File: src/rtl/mailbox_fifo_device_if.sv
// rtl/mailbox_fifo_device_if.sv - request/response bus bundle for the mailbox FIFO device
interface mailbox_fifo_device_if #(
  parameter int DataWidth    = 32,
  parameter int AddressWidth = 32
);
  logic                    req_i;
  logic                    we_i;
  logic [3:0]              be_i;
  logic [AddressWidth-1:0] addr_i;
  logic [DataWidth-1:0]    wdata_i;
  logic                    rvalid_o;
  logic [DataWidth-1:0]    rdata_o;
  logic                    err_o;

  modport master (
    output req_i, we_i, be_i, addr_i, wdata_i,
    input  rvalid_o, rdata_o, err_o
  );

  modport slave (
    input  req_i, we_i, be_i, addr_i, wdata_i,
    output rvalid_o, rdata_o, err_o
  );
endinterface

File: src/rtl/mailbox_fifo_device.sv
// rtl/mailbox_fifo_device.sv - register-mapped mailbox FIFO; MAILBOX_OVERFLOW_COUNT_EN adds the OVFL counter at 0x10
module mailbox_fifo_device #(
  parameter int Depth        = 8,
  parameter int DataWidth    = 32,
  parameter int AddressWidth = 32
) (
  input  logic                  clk_i,
  input  logic                  rst_i,
  mailbox_fifo_device_if.slave  bus,
  output logic                  irq_o
);
  localparam int PtrW = $clog2(Depth);
  localparam int LvlW = PtrW + 1;

  // Word offsets, i.e. addr[9:2]
  localparam logic [7:0] OffData   = 8'h00;
  localparam logic [7:0] OffStatus = 8'h01;
  localparam logic [7:0] OffCtrl   = 8'h02;
  localparam logic [7:0] OffThresh = 8'h03;
`ifdef MAILBOX_OVERFLOW_COUNT_EN
  localparam logic [7:0] OffOvfl   = 8'h04;
`endif

  logic [DataWidth-1:0] mem_q [Depth];
  logic [PtrW-1:0]      wr_ptr_q, wr_ptr_d;
  logic [PtrW-1:0]      rd_ptr_q, rd_ptr_d;
  logic [LvlW-1:0]      level_q, level_d;
  logic                 irq_en_q, irq_en_d;
  logic [LvlW-1:0]      thresh_q, thresh_d;
  logic                 rvalid_q;
  logic [DataWidth-1:0] rdata_q, rdata_d;
  logic                 err_q, err_d;
  logic                 irq_q;
  logic                 push;
  logic                 full;
  logic                 empty;
  logic [7:0]           offset;
  logic [DataWidth-1:0] status_word;
`ifdef MAILBOX_OVERFLOW_COUNT_EN
  logic [15:0]          ovfl_q, ovfl_d;
`endif

  // Address bits outside the 1 kB window and the byte lane bits are not decoded
  logic unused_addr;
  assign unused_addr = ^{bus.addr_i[AddressWidth-1:10], bus.addr_i[1:0]};

  assign offset      = bus.addr_i[9:2];
  assign full        = (level_q == LvlW'(Depth));
  assign empty       = (level_q == '0);
  assign status_word = DataWidth'({8'(level_q), 6'b0, full, empty});

  // Decode the request and compute next state plus the response word
  always_comb begin
    wr_ptr_d = wr_ptr_q;
    rd_ptr_d = rd_ptr_q;
    level_d  = level_q;
    irq_en_d = irq_en_q;
    thresh_d = thresh_q;
    rdata_d  = '0;
    err_d    = 1'b0;
    push     = 1'b0;
`ifdef MAILBOX_OVERFLOW_COUNT_EN
    ovfl_d   = ovfl_q;
`endif
    if (bus.req_i) begin
      case (offset)
        OffData: begin
          if (bus.we_i) begin
            if (bus.be_i == 4'hF && !full) begin
              push     = 1'b1;
              wr_ptr_d = wr_ptr_q + 1'b1;
              level_d  = level_q + 1'b1;
            end else begin
              err_d = 1'b1;
`ifdef MAILBOX_OVERFLOW_COUNT_EN
              if (full && ovfl_q != 16'hFFFF) begin
                ovfl_d = ovfl_q + 16'd1;
              end
`endif
            end
          end else if (!empty) begin
            // Head word is taken from storage before any later push can touch it
            rdata_d  = mem_q[rd_ptr_q];
            rd_ptr_d = rd_ptr_q + 1'b1;
            level_d  = level_q - 1'b1;
          end else begin
            err_d = 1'b1;
          end
        end
        OffStatus: begin
          if (!bus.we_i) begin
            rdata_d = status_word;
          end
        end
        OffCtrl: begin
          if (bus.we_i) begin
            if (bus.be_i[0]) begin
              irq_en_d = bus.wdata_i[0];
              if (bus.wdata_i[1]) begin
                // Flush: drop everything by catching the read pointer up
                rd_ptr_d = wr_ptr_q;
                level_d  = '0;
              end
            end
          end else begin
            rdata_d = DataWidth'(irq_en_q);
          end
        end
        OffThresh: begin
          if (bus.we_i) begin
            if (bus.be_i[0]) begin
              thresh_d = bus.wdata_i[LvlW-1:0];
            end
          end else begin
            rdata_d = DataWidth'(thresh_q);
          end
        end
`ifdef MAILBOX_OVERFLOW_COUNT_EN
        OffOvfl: begin
          if (bus.we_i) begin
            ovfl_d = '0;
          end else begin
            rdata_d = DataWidth'(ovfl_q);
          end
        end
`endif
        default: begin
          err_d = 1'b1;
        end
      endcase
    end
  end

  // FIFO storage is deliberately left without reset
  always_ff @(posedge clk_i) begin
    if (push) begin
      mem_q[wr_ptr_q] <= bus.wdata_i;
    end
  end

  // Control state, response pipeline and registered interrupt
  always_ff @(posedge clk_i or posedge rst_i) begin
    if (rst_i) begin
      wr_ptr_q <= '0;
      rd_ptr_q <= '0;
      level_q  <= '0;
      irq_en_q <= 1'b0;
      thresh_q <= '0;
      rvalid_q <= 1'b0;
      rdata_q  <= '0;
      err_q    <= 1'b0;
      irq_q    <= 1'b0;
    end else begin
      wr_ptr_q <= wr_ptr_d;
      rd_ptr_q <= rd_ptr_d;
      level_q  <= level_d;
      irq_en_q <= irq_en_d;
      thresh_q <= thresh_d;
      rvalid_q <= bus.req_i;
      rdata_q  <= rdata_d;
      err_q    <= err_d;
      irq_q    <= irq_en_q && (thresh_q != '0) && (level_q >= thresh_q);
    end
  end

`ifdef MAILBOX_OVERFLOW_COUNT_EN
  // Saturating count of DATA writes lost to a full FIFO
  always_ff @(posedge clk_i or posedge rst_i) begin
    if (rst_i) begin
      ovfl_q <= '0;
    end else begin
      ovfl_q <= ovfl_d;
    end
  end
`endif

  assign bus.rvalid_o = rvalid_q;
  assign bus.rdata_o  = rdata_q;
  assign bus.err_o    = err_q;
  assign irq_o        = irq_q;
endmodule

File: src/flat_wrapper.sv
// flat-port wrapper written by rule: the top's interface ports become plain ports
module mailbox_fifo_device_flat 
#(
  parameter int Depth        = 8,
  parameter int DataWidth    = 32,
  parameter int AddressWidth = 32
)
  (clk_i, rst_i, irq_o, bus_req_i, bus_we_i, bus_be_i, bus_addr_i, bus_wdata_i, bus_rvalid_o, bus_rdata_o, bus_err_o);
  mailbox_fifo_device_if #(.DataWidth(DataWidth), .AddressWidth(AddressWidth)) bus_i ();
  input  logic clk_i;
  input  logic rst_i;
  output logic irq_o;
  input wire logic [$bits(bus_i.req_i)-1:0] bus_req_i;
  input wire logic [$bits(bus_i.we_i)-1:0] bus_we_i;
  input wire logic [$bits(bus_i.be_i)-1:0] bus_be_i;
  input wire logic [$bits(bus_i.addr_i)-1:0] bus_addr_i;
  input wire logic [$bits(bus_i.wdata_i)-1:0] bus_wdata_i;
  output wire logic [$bits(bus_i.rvalid_o)-1:0] bus_rvalid_o;
  output wire logic [$bits(bus_i.rdata_o)-1:0] bus_rdata_o;
  output wire logic [$bits(bus_i.err_o)-1:0] bus_err_o;
  assign bus_i.req_i = bus_req_i;
  assign bus_i.we_i = bus_we_i;
  assign bus_i.be_i = bus_be_i;
  assign bus_i.addr_i = bus_addr_i;
  assign bus_i.wdata_i = bus_wdata_i;
  assign bus_rvalid_o = bus_i.rvalid_o;
  assign bus_rdata_o = bus_i.rdata_o;
  assign bus_err_o = bus_i.err_o;
  mailbox_fifo_device #(.Depth(Depth), .DataWidth(DataWidth), .AddressWidth(AddressWidth)) u_core (.clk_i(clk_i), .rst_i(rst_i), .bus(bus_i), .irq_o(irq_o));
endmodule
File: config.mk
export PLATFORM = sky130hd
export DESIGN_NAME = mailbox_fifo_device_flat
export DESIGN_NICKNAME = d
export VERILOG_FILES = /design/src/rtl/mailbox_fifo_device_if.sv /design/src/rtl/mailbox_fifo_device.sv /design/src/flat_wrapper.sv
export SDC_FILE = /design/constraint.sdc
export NUM_CORES = 1
export LEC_CHECK = 0
export BUFFER_PORTS_ARGS = -buffer_cell sky130_fd_sc_hd__buf_4
export CAP_MARGIN = 20
export CORE_ASPECT_RATIO = 2
export CORE_UTILIZATION = 47
export DETAILED_ROUTE_END_ITERATION = 12
export HOLD_SLACK_MARGIN = 0.1
export PLACE_DENSITY_LB_ADDON = 0.08
export SLEW_MARGIN = 30
export SYNTH_ARGS = -nofsm -noshare
export SYNTH_HDL_FRONTEND = slang
export SYNTH_SLANG_ARGS = --single-unit
File: constraint.sdc
create_clock -name clk_i -period 5.63 [get_ports clk_i]
set_input_delay 0.2815 -clock clk_i [delete_from_list [all_inputs] [get_ports clk_i]]
set_output_delay 0.2815 -clock clk_i [all_outputs]
set_load 0.02 [all_outputs]
Yosys cells after proc, flatten, opt, wreduce, memory -nomap -nowiden
Memories as Yosys holds them, arrays and structs flattened.
Index checks and enable logic that the tools add are counted.
Widths: inputs -> output; s select.
{"block": "word_totals", "wordCells": 72, "output_inout_bits": 35, "ram_bits": 256, "n_memories": 1, "register_bits": 50}
{"memory": "u_core.mem_q", "words": 8, "width": 32, "read_ports": 1, "rd_ports_with_merged_regs": 0, "write_ports": 1, "line_no": "mailbox_fifo_device.sv:24", "source": "logic [DataWidth-1:0] mem_q [Depth];"}
{"block": "op_classes", "n_lt_le_gt_ge": 1, "n_reduce_logical": 14, "n_eq_ne": 12, "add_sub_neg": 4, "muxes": 31}
{"cell": "$pmux 32 s4", "n": 1}
{"cell": "$mux 32", "n": 3}
{"cell": "$mux 4", "n": 7}
{"cell": "$eq 8x2->1 const B", "n": 2}
{"cell": "$mux 3", "n": 5}
{"cell": "$reduce_and 7->1", "n": 2}
{"cell": "$mux 12", "n": 1}
{"cell": "$reduce_and 4->1", "n": 3}
{"cell": "$mux 1", "n": 11}
{"cell": "$ne 2x2->1 const B", "n": 5}
{"cell": "$eq 4x4->1 const B", "n": 2}
{"cell": "$eq 8x1->1 const B", "n": 1}
{"cell": "$logic_not 8->1", "n": 1}
{"cell": "$pmux 4 s2", "n": 1}
{"cell": "$add 3x1->3 const B", "n": 2}
{"cell": "$pmux 3 s2", "n": 1}
{"cell": "$add 4x1->4 const B", "n": 1}
{"cell": "$ge 4x4->1", "n": 1}
{"cell": "$logic_not 4->1", "n": 1}
{"cell": "$reduce_bool 4->1", "n": 1}
{"cell": "$sub 4x1->4 const B", "n": 1}
{"cell": "$logic_and 1x1->1", "n": 3}
{"cell": "$ne 3x2->1 const B", "n": 1}
{"cell": "$ne 3x3->1 const B", "n": 1}
{"cell": "other kinds (4)", "n": 4}

Longest topological paths before layout
{"block": "depth", "word_depth": 9, "ltp_mapped": 8}

Worst setup path after synthesis
Ideal clock, no wire load.
{"block": "synth_timing", "path_type": "input port to flip-flop", "start": "in bus_addr_i[5]", "end": "mem u_core.mem_q[3][0] (enable)", "slack_ns": 1.405, "path_buffers": 0, "arrival_ns": 3.757, "setup_time_ns": 0.468, "stages": 5, "path_cell_list": "nor4_4 > and3_2 > nand4_1 > or2_2 > nor3b_1"}
{"block": "synth_between", "elab_chain_len": 5}
{"element": "start: declaration", "line_no": "flat_wrapper.sv:16", "source": "input wire logic [$bits(bus_i.addr_i)-1:0] bus_addr_i;"}
{"element": "$logic_not 8->1", "line_no": "mailbox_fifo_device.sv:66", "source": "case (offset)"}
{"element": "$mux 1", "line_no": "mailbox_fifo_device.sv:66"}
{"element": "$mux 1", "line_no": "mailbox_fifo_device.sv:65", "source": "if (bus.req_i) begin"}
{"element": "$mux 1", "line_no": "mailbox_fifo_device.sv:136", "source": "if (push) begin"}
{"element": "$mux 1 (not written as such)", "line_no": "mailbox_fifo_device.sv:137", "source": "mem_q[wr_ptr_q] <= bus.wdata_i;"}
{"element": "end: declaration", "line_no": "mailbox_fifo_device.sv:24"}
Every way passes these cells.

Final worst setup path
{"block": "layout_timing", "start": "reg u_core.level_q[3]", "end": "mem u_core.mem_q[6][22] (enable)"}
{"block": "layout_between", "elab_chain_len": 9}
{"element": "start: declaration", "line_no": "mailbox_fifo_device.sv:27", "source": "logic [LvlW-1:0] level_q, level_d;"}
{"element": "start signal: assignment", "line_no": "mailbox_fifo_device.sv:156", "source": "level_q <= level_d;"}
{"element": "$eq 4x4->1", "line_no": "mailbox_fifo_device.sv:48", "source": "assign full = (level_q == LvlW'(Depth));"}
{"element": "$logic_not 1->1", "line_no": "mailbox_fifo_device.sv:69", "source": "if (bus.be_i == 4'hF && !full) begin"}
{"element": "$logic_and 1x1->1", "line_no": "mailbox_fifo_device.sv:69"}
{"element": "$mux 1", "line_no": "mailbox_fifo_device.sv:69"}
{"element": "$mux 1", "line_no": "mailbox_fifo_device.sv:68", "source": "if (bus.we_i) begin"}
{"element": "$mux 1", "line_no": "mailbox_fifo_device.sv:66"}
{"element": "$mux 1", "line_no": "mailbox_fifo_device.sv:65"}
{"element": "$mux 1", "line_no": "mailbox_fifo_device.sv:136"}
{"element": "$mux 1 (not written as such)", "line_no": "mailbox_fifo_device.sv:137"}
Every way passes these cells.

==> impl_results.md <==
* Layout cells sized above 1 at 0.320
* Vias in the first global route at 6372
* Clock buffer depth at 3
* First-pass GRT wire length at 36900 um
* Max Fclk at 0.344 GHz
* Die H at 226 um
* Drt first pass iters at 4
* Avg WL per Cell at 22.3 um
* Critical Path RT at 5820 ps
* TritonCTS clock tree: built
* Final number of setup-violating endpoints at 0
* Flop2flop setup slack at 2720 ps
* Sequential fraction of the synthesis area at 0.760
* Starting Density at 0.479
* Syn_area_per_cell at 20.6 um^2
* R2r worst-path depth at 6
* Post-synth top area cell: edfxtp_1
* Placed Area at 0.0128 mm^2
* Core Area at 0.0245 mm^2
* Antenna viol nets, final at 0
* Total of max-cap violations at 0
* Detailed-placement wirelength estimate at 13400 um
* Root Driver: clkbuf_16
* Setup crit start kind: register
* Synth top area share at 0.654
* VDD IR max at 0.000269 V
* Top-count cell post-synth: edfxtp_1
* P_leak at 4.89 nW
* Total gr overflow at 0
* Remaining DRCs at 0
* Synth Net Count at 653
* Vias at 5808
* Worst slew margin at 0.463
* Status: complete, no violations
* Final Hold Vio Count at 0
* CP max-delay cell: dfrtp_1
* Cells after DPL at 975
* Crit path depth at 6
* WS Path Type: reg -> reg
* Final Skew at 9.86 ps
* Final period util at 0.517
* Initial detailed-routing violation count at 288
* Most common flop cell mapped by yosys: edfxtp_1
* Post-route design area at 0.0141 mm^2
* Hold_ws at 153 ps
* Initial antenna violation count at 0
* Async set-reset flop share out of synthesis at 0.163
* Crit path largest cell delay at 490 ps
* Cells after synthesis at 571
* Mean number of vias per cell at 5.46
* DRT Wirelength at 23700 um
* Fillcell total at 1898
* Worst-Margin Slew at 806 ps
* Minimum clock period at 2910 ps
* Grt met3 use at 0.0252
* Worst Path Buf+Inv at 1
* Buffer count from post-CTS setup fixing at 0
* Synth top cells by count: 256 x edfxtp_1, 64 x mux4_2, 50 x dfrtp_1
* Post-synthesis cell area at 0.0118 mm^2
* Hold Path Class: in -> reg
* Reg2reg end: u_core.mem_q[6][22]
* Sum Neg Setup Slack at 0 ps
* Main area contributors after synthesis: edfxtp_1 65%, mux4_2 12%, dfrtp_1 11%, mux2i_1 3.0%, nor2_1 1.2%
* Setup crit end: u_core.mem_q[6][22]
* Critical path startpoint: u_core.level_q[3]
* Crit Reg-Reg Startpoint: u_core.level_q[3]
* Horiz. Die Dim at 114 um
* GR Util met1 at 0.239
* Routability cong. at 0.837
* IO Count at 107
* Largest net degree at the start of global routing at 51
* Final #Nets at 793
* Row count at 81
* Count of different cell masters after synthesis at 43
* Grt peak-use layer: met2
* Critical Path AT at 3100 ps
* Synth warn at 0
* Worst path cell trace: nor4b_1, nor2_1, nand4_1, or2_2, nor2_4, buf_4
* Die ar. at 0.0257 mm^2
* Pwr/cell area at 323 mW/mm^2
* Max-slew violations at 0
* Family with the most delay on the worst path: simple AND/OR/NAND/NOR gates
* Post-synth EDFFs at 256
* Worst-skew pair later-pin latency at 530 ps
* Final Non-Filler Cells at 1063
* Sink Count at 306
* N_diodes at 0
* Area growth from synthesis to layout at 20.3%
* H-Tree Depth at 1
* GRT Util Overall at 0.197
* CP Capture Type: register
* Yosys reg bits at 306
* Num CTS Buffers at 27
* Crit Path Max Fanout at 20
* I/O Buffers at 82
* Clock transition at path regs at 70 ps
* Met2 Use GR at 0.357
* RSZ-0062 raised after global routing: false
timing repair:
item                                   4_1_cts  5_1_grt
hold buffers                                39        0
endpoints found under the hold margin      316        0
resized for setup                            0        0
worst min-delay path: cells and delay by family:
family                 cells  cell delay, ps
buffers and inverters      1             120
AND/OR/NAND/NOR            1             100
multiplexers               1             150
where the power goes:
part           leakage (nW)  internal, mW  switching (mW)
Combinational          1.47        0.0827          0.0693
Clock                 0.455          1.15           0.793
Sequential             2.96          2.46          0.0137
sequential cells by signal, indices dropped and copies added, names as in the netlist:
signal and count:
u_core.level_q 4, u_core.bus.rvalid_o 1, u_core.rd_ptr_q 3, u_core.wr_ptr_q 3, u_core.bus.err_o 1, u_core.irq_en_q 1, u_core.thresh_q 4, u_core.irq_o 1
u_core.mem_q 256, u_core.bus.rdata_o 32
cell usage in the layout, fill, tap and decap left out, drive strengths merged, types with 8 or more instances in the layout:
cell type / synthesis / layout
dfrtp: 50 / 50
nor2: 38 / 38
o21ai: 11 / 11
mux2i: 35 / 35
mux4: 64 / 64
nand2: 16 / 16
clkbuf: 6 / 35
ha: 9 / 9
mux2: 8 / 8
edfxtp: 256 / 256
buf: 19 / 97
inv: 12 / 14
dlygate4sd3: 0 / 39
layout make-up:
| class | count | area, um^2 | area share |
|---|---|---|---|
| well taps | 332 | 415 | 0.0294 |
| inverters | 12 | 45.0 | 0.00318 |
| clock inverters | 14 | 205 | 0.0145 |
| flip-flops and latches | 306 | 8940 | 0.632 |
| multi-input cells | 228 | 2680 | 0.190 |
| repair buffers | 136 | 1120 | 0.0791 |
| clock buffers | 35 | 736 | 0.0520 |
layer usage:
metal	vias up	wire, um
met3	36	864
met2	140	12900
li1	2561	-
met1	3071	9400
met5	-	0
met4	0	539
how the worst min path moves through the flow:
| stage | start | endpoint | slack, ps | depth (start not counted) |
|---|---|---|---|---|
| floorplan | bus_req_i | u_core.bus.rvalid_o | 310 | 0 |
| finish | bus_be_i[0] | u_core.irq_en_q | 150 | 3 |
| global route | bus_be_i[0] | u_core.irq_en_q | 140 | 3 |
| CTS | bus_be_i[0] | u_core.irq_en_q | 120 | 3 |
| global placement | bus_req_i | u_core.bus.rvalid_o | 430 | 1 |
| detailed placement | bus_req_i | u_core.bus.rvalid_o | 440 | 1 |
metrics by stage:
step / util / setup WS, ps / power (mW)
3_5_place_dp: 0.523 / 2610 / 2.65
5_1_grt: 0.577 / 2570 / 4.70
3_3_place_gp: 0.523 / 2670 / 2.64
6_report: 0.577 / 2720 / 4.57
2_1_floorplan: - / 1410 / 2.58
4_1_cts: 0.577 / 2690 / 4.62
logic make-up (layout without fill, tap and decap cells):
group | after synthesis | after routing | synth area share
flip-flops | 306 | 306 | 0.760
AND/OR/NAND/NOR | 83 | 83 | 0.0347
buffers and inverters | 37 | 197 | 0.0159
multiplexers | 107 | 107 | 0.160
XOR/XNOR | 4 | 4 | 0.00298
adder cells (fa/ha/maj) | 10 | 10 | 0.0113
AO/OA/AOI/OAI | 24 | 24 | 0.0150
Power figures use the tool's default switching activity.
